**config.mk**
```make
export PLATFORM = sky130hd
export DESIGN_NAME = sprite_fb_writer
export DESIGN_NICKNAME = d
export VERILOG_FILES = /design/src/rtl/sprite_fb_writer.sv
export SDC_FILE = /design/constraint.sdc
export NUM_CORES = 1
export LEC_CHECK = 0
export CORE_ASPECT_RATIO = 0.5
export CORE_MARGIN = 4
export CORE_UTILIZATION = 45
export CTS_BUF_LIST = sky130_fd_sc_hd__clkbuf_8
export CTS_CLUSTER_DIAMETER = 80
export DETAILED_ROUTE_END_ITERATION = 6
export MAX_ROUTING_LAYER = met4
export SYNTH_ARGS = -nofsm -noshare
export SYNTH_HDL_FRONTEND = slang
export SYNTH_SLANG_ARGS = --single-unit
```
**constraint.sdc**
```tcl
create_clock -name clk -period 4 [get_ports clk]
set_clock_uncertainty 0.15 [all_clocks]
set_input_delay 0.6 -clock clk [delete_from_list [all_inputs] [get_ports clk]]
set_output_delay 0.6 -clock clk [all_outputs]
set_load 0.02 [all_outputs]
```
**src/rtl/sprite_fb_writer.sv**
```systemverilog
// sprite_fb_writer
// Sink for the one-pixel-per-clock stream of the sprite/boss drawers. Drops
// transparent and off-screen pixels, queues the rest as {page, offset, index}
// in a small FIFO, and writes them to the double-buffered frame buffer over a
// ready-handshaked port. Emits a single done pulse once the pass has fully
// drained into the frame buffer.
//
// Ports:
//   clk, reset            clock, synchronous active-high reset
//   pix_valid/x/y/color   drawer pixel stream (color[6] = opaque, [5:0] = index)
//   src_done              upstream pass finished (1-cycle pulse)
//   page_sel              back-buffer page, captured per pixel at push
//   fb_addr/data/we       frame buffer write request, fb_ready accepts it
//   busy                  pass in progress or pixels still queued
//   done                  1-cycle pulse: pass fully committed
//   overflow              sticky: a pixel was lost to a full FIFO
//   write_count           writes committed this pass
//
// Build option: define FB_WRITE_COUNT_EN to implement write_count; otherwise
// it is tied to zero.
//
// State table:
//   IDLE   | waiting for a pass to start
//   STREAM | drawer emitting pixels
//   DRAIN  | drawer finished, waiting for the FIFO to empty
//   PULSE  | done asserted for one cycle

module sprite_fb_writer #(
    parameter int FIFO_DEPTH = 16,
    parameter int SCREEN_W   = 320,
    parameter int SCREEN_H   = 240,
    parameter int ADDR_W     = 18
) (
    input  logic              clk,
    input  logic              reset,
    input  logic              pix_valid,
    input  logic [8:0]        pix_x,
    input  logic [7:0]        pix_y,
    input  logic [6:0]        pix_color,
    input  logic              src_done,
    input  logic              page_sel,
    output logic [ADDR_W-1:0] fb_addr,
    output logic [5:0]        fb_data,
    output logic              fb_we,
    input  logic              fb_ready,
    output logic              busy,
    output logic              done,
    output logic              overflow,
    output logic [16:0]       write_count
);

    localparam int             PTR_W   = $clog2(FIFO_DEPTH);
    localparam int             OFF_W   = ADDR_W - 1;
    localparam int             ENTRY_W = ADDR_W + 6;
    localparam logic [PTR_W:0] DEPTH_C = (PTR_W + 1)'(FIFO_DEPTH);
    localparam logic [9:0]     X_LIM   = 10'(SCREEN_W);
    localparam logic [8:0]     Y_LIM   = 9'(SCREEN_H);

    typedef enum logic [1:0] {IDLE, STREAM, DRAIN, PULSE} state_t;

    state_t state, state_next;

    logic [ENTRY_W-1:0] mem [FIFO_DEPTH];
    logic [PTR_W-1:0]   rd_ptr, wr_ptr;
    logic [PTR_W:0]     count;
    logic               accept, full, empty, push, pop, fresh;
    logic [OFF_W-1:0]   offset;
    logic [ENTRY_W-1:0] head;

    // y*320 as two shifts keeps the multiply out of the datapath.
    assign offset = (OFF_W'(pix_y) << 8) + (OFF_W'(pix_y) << 6) + OFF_W'(pix_x);

    assign accept = pix_valid & pix_color[6] & ({1'b0, pix_x} < X_LIM) & ({1'b0, pix_y} < Y_LIM);
    assign empty  = (count == '0);
    assign full   = (count == DEPTH_C);
    assign fb_we  = !empty;
    assign pop    = fb_we & fb_ready;
    // A full FIFO still takes the pixel when the head leaves in the same cycle.
    assign push   = accept & (!full | pop);

    // Storage is flops cleared by reset, so the head is a registered value and
    // the bus reads zero after reset.
    assign head    = mem[rd_ptr];
    assign fb_addr = head[ENTRY_W-1:6];
    assign fb_data = head[5:0];

    assign done = (state == PULSE);
    assign busy = (state != IDLE) || !empty;

    always_ff @(posedge clk) begin
        if (reset) begin
            rd_ptr <= '0;
            wr_ptr <= '0;
            count  <= '0;
            for (int i = 0; i < FIFO_DEPTH; i++) mem[i] <= '0;
        end else begin
            if (push) begin
                mem[wr_ptr] <= {page_sel, offset, pix_color[5:0]};
                wr_ptr      <= wr_ptr + 1'b1;
            end
            if (pop) rd_ptr <= rd_ptr + 1'b1;
            if (push && !pop)      count <= count + 1'b1;
            else if (pop && !push) count <= count - 1'b1;
        end
    end

    always_ff @(posedge clk) begin
        if (reset) state <= IDLE;
        else       state <= state_next;
    end

    always_comb begin
        state_next = state;
        case (state)
            IDLE: begin
                // A pixel arriving with src_done still has to drain first.
                if (src_done)       state_next = pix_valid ? DRAIN : PULSE;
                else if (pix_valid) state_next = STREAM;
            end
            STREAM: if (src_done) state_next = DRAIN;
            DRAIN:  if (empty && !push) state_next = PULSE;
            PULSE:  state_next = IDLE;
            default: state_next = IDLE;
        endcase
    end

    // fresh marks that no pixel has been accepted since the last IDLE, so the
    // first accepted pixel of a new pass clears the sticky overflow.
    always_ff @(posedge clk) begin
        if (reset) begin
            overflow <= 1'b0;
            fresh    <= 1'b1;
        end else begin
            if (accept && !push)                          overflow <= 1'b1;
            else if (accept && (fresh || state == IDLE))  overflow <= 1'b0;

            if (accept)              fresh <= 1'b0;
            else if (state == IDLE)  fresh <= 1'b1;
        end
    end

`ifdef FB_WRITE_COUNT_EN
    localparam logic [16:0] WC_MAX = 17'(SCREEN_W * SCREEN_H);
    logic [16:0] wc_q;

    always_ff @(posedge clk) begin
        if (reset)                            wc_q <= '0;
        else if (state == IDLE && pix_valid)  wc_q <= '0;
        else if (pop && wc_q != WC_MAX)       wc_q <= wc_q + 1'b1;
    end

    assign write_count = wc_q;
`else
    assign write_count = '0;
`endif

endmodule

```
==> results of run 1 <==
flip-flops by register name, indices dropped and copies added (netlist names), named ones only:
register,count
count,5
rd_ptr,4
wr_ptr,4
state,2
mem,384
fresh,1
overflow,1
layer usage:
layer	part of all wire	wire length (um)	global-route usage	vias up
li1	-	-	-	4884
met1	0.42	21850	0.3167	5966
met2	0.49	25480	0.3837	444
met3	0.071	3663	0.03697	75
met4	0.018	935	0.05383	0
met5	0	0	-	-
synthesized netlist by cell type, types with 6 or more instances:
cell type  number  area [um^2]
a21oi_1        26        130.1
a31oi_1        18        112.6
and2_1        259         1620
buf_2          19        95.09
buf_4          19        142.6
clkbuf_1       69        259.0
dfxtp_1        21        420.4
edfxtp_1      384        11530
ha_1           28        350.3
inv_1          17        63.81
mux4_2        120         2703
nand2_1        28        105.1
nand3_1         8        40.04
nand4_2         8        100.1
nand4_4         8        170.2
nor2_1        100        375.4
nor2b_1         7        43.79
nor3_1         18        90.09
nor4_2         14        175.2
o21ai_0        11        55.05
xor2_1          6        52.55
stage by stage:
stage	power, uW	std cells
floorplan	6630	1269
global placement	7380	1869
detailed placement	7423	1869
CTS	10370	1975
global route	10720	1977
finish	10270	1977
worst max-delay path by stage:
stage / slack (ns) / from / to / depth (start not counted)
after floorplan: 0.75 / pix_x[8] / mem[14][18] / 9
after detailed placement: 0.18 / pix_x[8] / mem[5][20] / 9
final: 0.14 / flip-flop / fb_addr[17] / 4
after CTS: 0.05 / flip-flop / fb_addr[16] / 4
after global routing: 0.01 / flip-flop / fb_addr[16] / 4
after global placement: 0.32 / pix_x[8] / mem[6][19] / 9
logic make-up after synthesis:
group / Yosys count / synth area share
simple gates: 467 / 0.1487
flops: 405 / 0.6226
buf+inv: 132 / 0.03213
mux: 125 / 0.1435
compound gates: 84 / 0.02777
fa+ha+maj: 31 / 0.02138
xor+xnor: 8 / 0.003650
other cells: 1 / 0.0001954
power groups by stage:
stage	clock network [uW]	registers, uW	logic (uW)
3_5_place_dp	0	5030	2390
3_3_place_gp	0	5020	2360
2_1_floorplan	0	4960	1670
4_1_cts	3030	4940	2400
6_report	2960	4940	2370
5_1_grt	3220	4960	2540
worst max-delay path, stage by stage, from the launching register on:
cell and delay [ns]:
dfxtp_4 0.38, buf_12 0.37, mux4_2 0.57, mux4_2 0.55, clkdlybuf4s50_1 0.58
layout make-up:
class / instances / area [um^2]
fill: 3508 / 20230
sequential: 405 / 11960
multi-input combinational: 732 / 6706
timing repair buffer: 138 / 1341
clock buffer: 59 / 812.0
tap: 577 / 721.9
clock inverter: 47 / 201.4
inverter: 17 / 63.81
antenna: 2 / 5.005
==> results by group, run 1 <==
Outcome
  • Status: finished clean

Synth
  • Synth unique cells: 62
  • Syn Std Cell Area: 0.01920 mm^2
  • Async set-reset flop share out of synthesis: 0
  • Syn Inst Count: 1,253
  • Seq/Total Area, Yosys: 0.6226
  • Synth warn: 0
  • Post-synth EDFFs: 384
  • Average size of a mapped cell: 15.32 um^2
  • Top_reg_cell synth: edfxtp_1
  • Yosys reg bits: 405

GRT
  • Antenna violations before repair: 2
  • Grt ovf: 0
  • Vias in the first global route: 11,980
  • First-pass GRT wire length: 77,400 um
  • Gr usage total: 0.2356
  • Largest net degree at the start of global routing: 51

Detailed routing
  • Post-Route WL: 51,930 um
  • DR vias: 11,370
  • DRT Pass-1 Iters: 5
  • Detail Route Antenna Nets: 0
  • DRC: 0
  • Initial DRC Count: 1,212
  • Via/cell ratio: 5.751
  • Drt wl/cell: 26.26 um

STA
  • Setup TNS after final layout: 0 ns
  • RSZ-0062 raised after global routing: false
  • Hold slack: 0.3421 ns
  • Setup ws final: 0.1406 ns
  • Worst-margin pin slew: 1.208 ns
  • Final Max Tran Viols: 0
  • Period Utilization, post-route: 0.9649
  • Slew margin rel.: 0.1931
  • Min Tclk post-route: 3.859 ns
  • Max Clock Freq: 259.1 MHz
  • Count of final hold-check violations: 0
  • Final setup violation count: 0

Clocking
  • # hold bufs at CTS: 0
  • CTS tree: built
  • Depth of the CTS H-tree: 2
  • Clk slew on worst S/H paths: 0.06 ns
  • Max clock buf depth: 3
  • Clk sinks: 405
  • # resized after CTS: 0
  • Post-CTS Setup Inserts: 0
  • Number of CTS-inserted buffers: 59
  • Clk_lat worst skew: 0.63 ns
  • Root Driver: clkbuf_8

Pwr
  • Net switching power: 2964 uW
  • Power Density: 470.9 mW/mm^2
  • Worst VDD drop: 0.0002549 V
  • Clock share of power: 0.288
  • Net Sw Frac: 0.2886
  • Leak: 0.007864 uW
  • P_int: 7308 uW
  • Part of the power in registers: 0.481
  • Combinational fraction of design power: 0.231

Final layout
  • Area delta synth->final: 13.63%
  • Most frequent cells in the layout: edfxtp_1, and2_1, mux4_2
  • Fin nets: 1,414
  • Most common cell after layout, fill and taps aside: edfxtp_1
  • Design area: 0.02181 mm^2
  • Fraction of layout cells with a size suffix above 1: 0.2260
  • Core Util, Final: 0.5188

Worst setup path
  • R2r setup slk: 0.59 ns
  • Reg-to-reg critical path startpoint: count[0]
  • Crit path max fanout: 50
  • Critical path endpoint category: output pin
  • WP data arrival: 3.11 ns
  • CP Class: flip-flop to output pin
  • Worst Reg-to-Reg Cells: 9
  • FF-to-FF End: count[4]
  • Startpoint class of the critical path: flip-flop
  • CP required: 3.25 ns

Min path
  • Worst Hold Launch: overflow
  • Worst hold endpoint: overflow
  • Worst min path class: flip-flop to flip-flop
  • Hold Path Stages: 2

Floorplan
  • Io pins: 75
  • Total core area: 0.04204 mm^2
  • Die ar.: 0.04623 mm^2
  • Die X: 300.1 um
  • Die Ht: 154.0 um
  • Row count: 53
  • Initial Util: 0.4566

Job
  • Max_cap viols: 0

Placement
  • Buffers added on ports: 57
  • Final GP Congestion: 0.7994
  • DP Worst Slack: 0.1840 ns
  • Dpl hpwl: 30,340 um
  • Area after DPL: 0.02079 mm^2
Note: power is estimated with default switching activity, not from simulation.
==> run 2: changes to the inputs <==
--- a/config.mk
+++ b/config.mk
@@ -5,7 +5,7 @@
 export SDC_FILE = /design/constraint.sdc
 export NUM_CORES = 1
 export LEC_CHECK = 0
-export CORE_ASPECT_RATIO = 0.5
+export CORE_ASPECT_RATIO = 2
 export CORE_MARGIN = 4
 export CORE_UTILIZATION = 45
 export CTS_BUF_LIST = sky130_fd_sc_hd__clkbuf_8
==> results by group, run 2 (synthesis gave the netlist of run 1 again) <==
Outcome
  • Status: finished clean

Clocking
  • Clk slew on worst S/H paths: 0.06 ns
  • Root Driver: clkbuf_8
  • Max clock buf depth: 3
  • Number of CTS-inserted buffers: 55
  • Depth of the CTS H-tree: 2
  • Clk_lat worst skew: 0.60 ns
  • # hold bufs at CTS: 0
  • CTS tree: built
  • Clk sinks: 405

STA
  • Max Clock Freq: 265.9 MHz
  • Setup TNS after final layout: 0 ns
  • Final Max Tran Viols: 0
  • Slew margin rel.: 0.2222
  • Final setup violation count: 0
  • Worst-margin pin slew: 1.158 ns
  • Count of final hold-check violations: 0
  • Hold slack: 0.3418 ns
  • Min Tclk post-route: 3.761 ns
  • RSZ-0062 raised after global routing: false
  • Period Utilization, post-route: 0.9402

Final layout
  • Biggest register: mem
  • Fraction of layout cells with a size suffix above 1: 0.2280
  • Most common cell after layout, fill and taps aside: edfxtp_1
  • Top flop regs: mem: 384 flops, count: 5 flops
  • Largest register FFs: 384
  • Area delta synth->final: 13.71%
  • Fin nets: 1,416
  • Most frequent cells in the layout: edfxtp_1, and2_1, mux4_2
  • Fill cell count: 3,559

Job
  • Max_cap viols: 0

Worst setup path
  • CP Class: flip-flop to output pin
  • Critical path endpoint category: output pin
  • R2r setup slk: 0.67 ns
  • CP bufs+invs: 3
  • WP data arrival: 3.01 ns
  • Worst Reg-to-Reg Cells: 9
  • CP max stage delay: 0.57 ns
  • Startpoint class of the critical path: flip-flop
  • FF-to-FF End: count[4]
  • Crit path max fanout: 18
  • Cell breakdown of the critical path: buf_12 -> buf_12 -> mux4_2 -> mux4_2 -> clkdlybuf4s50_1
  • Top cell family by delay on the critical path: multiplexers
  • Worst path slowest cell: clkdlybuf4s50_1
  • Reg-to-reg critical path startpoint: count[0]
  • CP required: 3.25 ns

Floorplan
  • Die ar.: 0.04623 mm^2
  • Io pins: 75
  • Die Ht: 300.1 um
  • Initial Util: 0.4566
  • Die X: 154.0 um
  • Row count: 106
  • Total core area: 0.04204 mm^2

GRT
  • Grt ovf: 0
  • Gr usage total: 0.2364
  • First-pass GRT wire length: 77,140 um
  • Largest net degree at the start of global routing: 44
  • Vias in the first global route: 11,970
  • Antenna violations before repair: 4

Detailed routing
  • DR vias: 10,950
  • Initial DRC Count: 743
  • Detail Route Antenna Nets: 0
  • Drt wl/cell: 27.16 um
  • DRT Pass-1 Iters: 6
  • Via/cell ratio: 5.681
  • DRC: 0
  • Post-Route WL: 52,370 um

Pwr
  • Part of the power in registers: 0.471
  • P_int: 7478 uW
  • Power Density: 477.8 mW/mm^2
  • Net switching power: 2950 uW
  • Clock share of power: 0.290
  • Net Sw Frac: 0.2829
  • Worst VDD drop: 0.0002823 V
  • Combinational fraction of design power: 0.239
  • Leak: 0.007835 uW

Placement
  • Dpl hpwl: 34,650 um
  • Final GP Congestion: 0.8140
  • Buffers added on ports: 57

Min path
  • Worst hold endpoint: overflow
  • Worst Hold Launch: overflow
  • Worst min path class: flip-flop to flip-flop
  • Hold Path Stages: 2
run 2: per-stage QoR:
step	power [uW]	area (um^2)	setup WS [ns]	cells	util
floorplan	6630	19260	0.7465	1269	-
global placement	7500	20790	0.3582	1834	0.4944
detailed placement	7522	20790	0.3123	1834	0.4944
CTS	10560	21820	0.1635	1926	0.5190
global route	10860	21830	0.1531	1928	0.5192
finish	10430	21830	0.2393	1928	0.5192
run 2: timing repair:
action	in CTS	in global routing
resized for setup	0	0
buffers inserted	4	0
setup endpoints to repair	15	0
run 2: worst reg2reg max path: cells and delay by family, from the launching register on:
| family | cells | cell delay [ns] |
|---|---|---|
| and+or+nand+nor | 1 | 0.61 |
| DFF | 1 | 0.36 |
| AOI/OAI and AO/OA | 3 | 0.78 |
| muxes | 2 | 0.56 |
| adders and majority gates | 2 | 0.66 |
| buffers and inverters | 1 | 0.11 |
run 2: area by class of cell:
type / instances / area [um^2] / area share
Antenna cell: 2 / 5.005 / 0.0002293
Clock buffer: 57 / 784.5 / 0.03594
Clock inverter: 31 / 207.7 / 0.009516
Inverter: 17 / 63.81 / 0.002923
Multi-Input combinational cell: 732 / 6794 / 0.3113
Sequential cell: 405 / 11960 / 0.5479
Tap cell: 540 / 675.6 / 0.03095
Timing Repair Buffer: 144 / 1336 / 0.06122
run 2: worst max-delay path by stage:
stage               from           to  slack (ns)  cells after the start
3_3_place_gp    pix_y[2]   mem[5][18]        0.36                     10
6_report       flip-flop   fb_data[2]        0.24                      5
4_1_cts        flip-flop   fb_data[2]        0.16                      5
3_5_place_dp    pix_y[2]   mem[4][18]        0.31                     10
5_1_grt        flip-flop   fb_data[2]        0.15                      5
2_1_floorplan   pix_x[8]  mem[14][18]        0.75                      9
run 2: routing by layer:
layer	wire, um	vias to the layer above	GRT usage
met5	0	-	-
met4	2277	0	0.09177
met3	1886	122	0.02521
met2	30930	326	0.4642
met1	17270	5630	0.2331
li1	-	4875	-
run 2: power by group through the flow:
stage,Sequential [uW],Combinational (uW),Clock (uW)
finish,4910,2500,3020
global route,4930,2680,3250
CTS,4910,2560,3090
detailed placement,5050,2480,0
global placement,5030,2470,0
floorplan,4960,1670,0
==> run 3: changes to the inputs <==
==> constraint.sdc (replaced) <==
create_clock -name clk -period 3.8 [get_ports clk]
set_clock_uncertainty 0.15 [all_clocks]
set_input_delay 0.57 -clock clk [delete_from_list [all_inputs] [get_ports clk]]
set_output_delay 0.57 -clock clk [all_outputs]
set_load 0.02 [all_outputs]
==> results by group, run 3 (synthesis gave the netlist of run 1 again) <==
GRT
  • Grt ovf: 0
  • Gr usage total: 0.2377
  • Largest net degree at the start of global routing: 32
  • Vias in the first global route: 11,930
  • First-pass GRT wire length: 77,940 um
  • Antenna violations before repair: 4

Clocking
  • Clk_lat worst skew: 0.61 ns
  • # hold bufs at CTS: 0
  • Depth of the CTS H-tree: 2
  • Root Driver: clkbuf_8
  • Clk sinks: 405
  • Max clock buf depth: 3
  • CTS tree: built
  • Number of CTS-inserted buffers: 56
  • Clk slew on worst S/H paths: 0.07 ns

STA
  • Final setup violation count: 0
  • Slew margin rel.: 0.5320
  • Min Tclk post-route: 3.718 ns
  • Count of final hold-check violations: 0
  • Max Clock Freq: 269.0 MHz
  • Worst-margin pin slew: 0.7006 ns
  • RSZ-0062 raised after global routing: false
  • Period Utilization, post-route: 0.9784
  • Hold slack: 0.3450 ns
  • Final Max Tran Viols: 0

Placement
  • Buffers added on ports: 57
  • Dpl hpwl: 34,460 um
  • Area after DPL: 0.02085 mm^2
  • Final GP Congestion: 0.8080
  • Placed Instances: 1,835

Final layout
  • Top flop regs: mem: 384 flops, count: 5 flops
  • Non-filler cells in the finished layout: 1,944
  • Most common cell after layout, fill and taps aside: edfxtp_1
  • Largest register FFs: 384
  • Biggest register: mem
  • Area delta synth->final: 14.32%
  • Fraction of layout cells with a size suffix above 1: 0.2275
  • Design area: 0.02194 mm^2
  • Most frequent cells in the layout: edfxtp_1, and2_1, mux4_2
  • Fill cell count: 3,495
  • Fin nets: 1,420

Detailed routing
  • Initial DRC Count: 777
  • Drt wl/cell: 27.05 um
  • Post-Route WL: 52,580 um
  • DRT Pass-1 Iters: 5
  • Detail Route Antenna Nets: 0
  • DRC: 0
  • Via/cell ratio: 5.720
  • DR vias: 11,120

Pwr
  • Total power: 10,880 uW
  • Power Density: 495.7 mW/mm^2
  • Leak: 0.007941 uW
  • Worst VDD drop: 0.0003117 V

Job
  • Max_cap viols: 0

Min path
  • Worst min path class: flip-flop to flip-flop

Worst setup path
  • Critical path endpoint category: output pin
  • Startpoint class of the critical path: flip-flop
  • CP required: 3.08 ns
  • CP Class: flip-flop to output pin
  • WP data arrival: 3.00 ns
  • Crit path max fanout: 20

Floorplan
  • Total core area: 0.04204 mm^2
  • Io pins: 75
  • Initial Util: 0.4566
  • Die ar.: 0.04623 mm^2
  • Die X: 154.0 um
  • Row count: 106
  • Die Ht: 300.1 um

Outcome
  • Status: finished clean
[run 3: cell types whose count changed in the layout (fill, tap and decap cells not counted), sizes merged]
cell,before,now
inv,33,31
bufbuf,0,1
clkinvlp,0,1
dlygate4sd2,0,18
clkinv,12,29
bufinv,3,0
buf,87,89
clkdlybuf4s50,57,38
dlymetal6s2s,0,1
[run 3: worst paths after layout]
check,end,depth (start not counted),slack [ns],startpoint
min reg2reg,overflow,2,0.34,overflow
max reg2reg,count[4],9,0.45,count[0]
max,fb_addr[1],5,0.08,flip-flop
min,overflow,2,0.34,overflow
[run 3: metal layers]
metal	global-route usage	wire length, um	vias up
met4	0.09598	2394	0
li1	-	-	4892
met2	0.4554	30700	358
met3	0.02477	2213	119
met1	0.2439	17280	5751
met5	-	0	-
[run 3: worst max-delay path, stage by stage, from the launching register on]
cell and delay, ns:
dfxtp_4 0.47, buf_12 0.14, buf_16 0.20, mux4_2 0.54
mux4_2 0.47, clkdlybuf4s50_1 0.55
[run 3: through the flow]
| stage | setup TNS [ns] | util | setup WS, ns |
|---|---|---|---|
| after CTS | -0.04971 | 0.5211 | -0.02838 |
| final | 0 | 0.5220 | 0.08205 |
| after detailed placement | 0 | 0.4958 | 0.1325 |
| after global routing | 0 | 0.5220 | 0.005073 |
| after global placement | 0 | 0.4958 | 0.1736 |
| after floorplan | 0 | - | 0.5765 |
[run 3: power by group]
group,total [uW],internal [uW],leakage [uW],switching [uW]
clock,3030,1400,0.000546,1630
sequential,5210,5070,0.00414,135
combinational,2640,1250,0.00326,1400
total,10900,7710,0.00794,3160
[run 3: what timing repair did]
action                                  CTS  global route
endpoints found under the setup margin   16             6
cloned                                    2             0
hold endpoints to repair                  0             0
resized for setup                        22             1
setup buffers                             2             2
[run 3: layout make-up]
cell class                      count  area [um^2]  area share
Tap cell                          540        675.6     0.03079
Antenna cell                        2        5.005   0.0002281
Multi-Input combinational cell    732         6794      0.3096
Clock buffer                       57        784.5     0.03575
Timing Repair Buffer              147         1469     0.06694
Clock inverter                     44        192.7    0.008780
Sequential cell                   405        11960      0.5450
Inverter                           17        63.81    0.002908
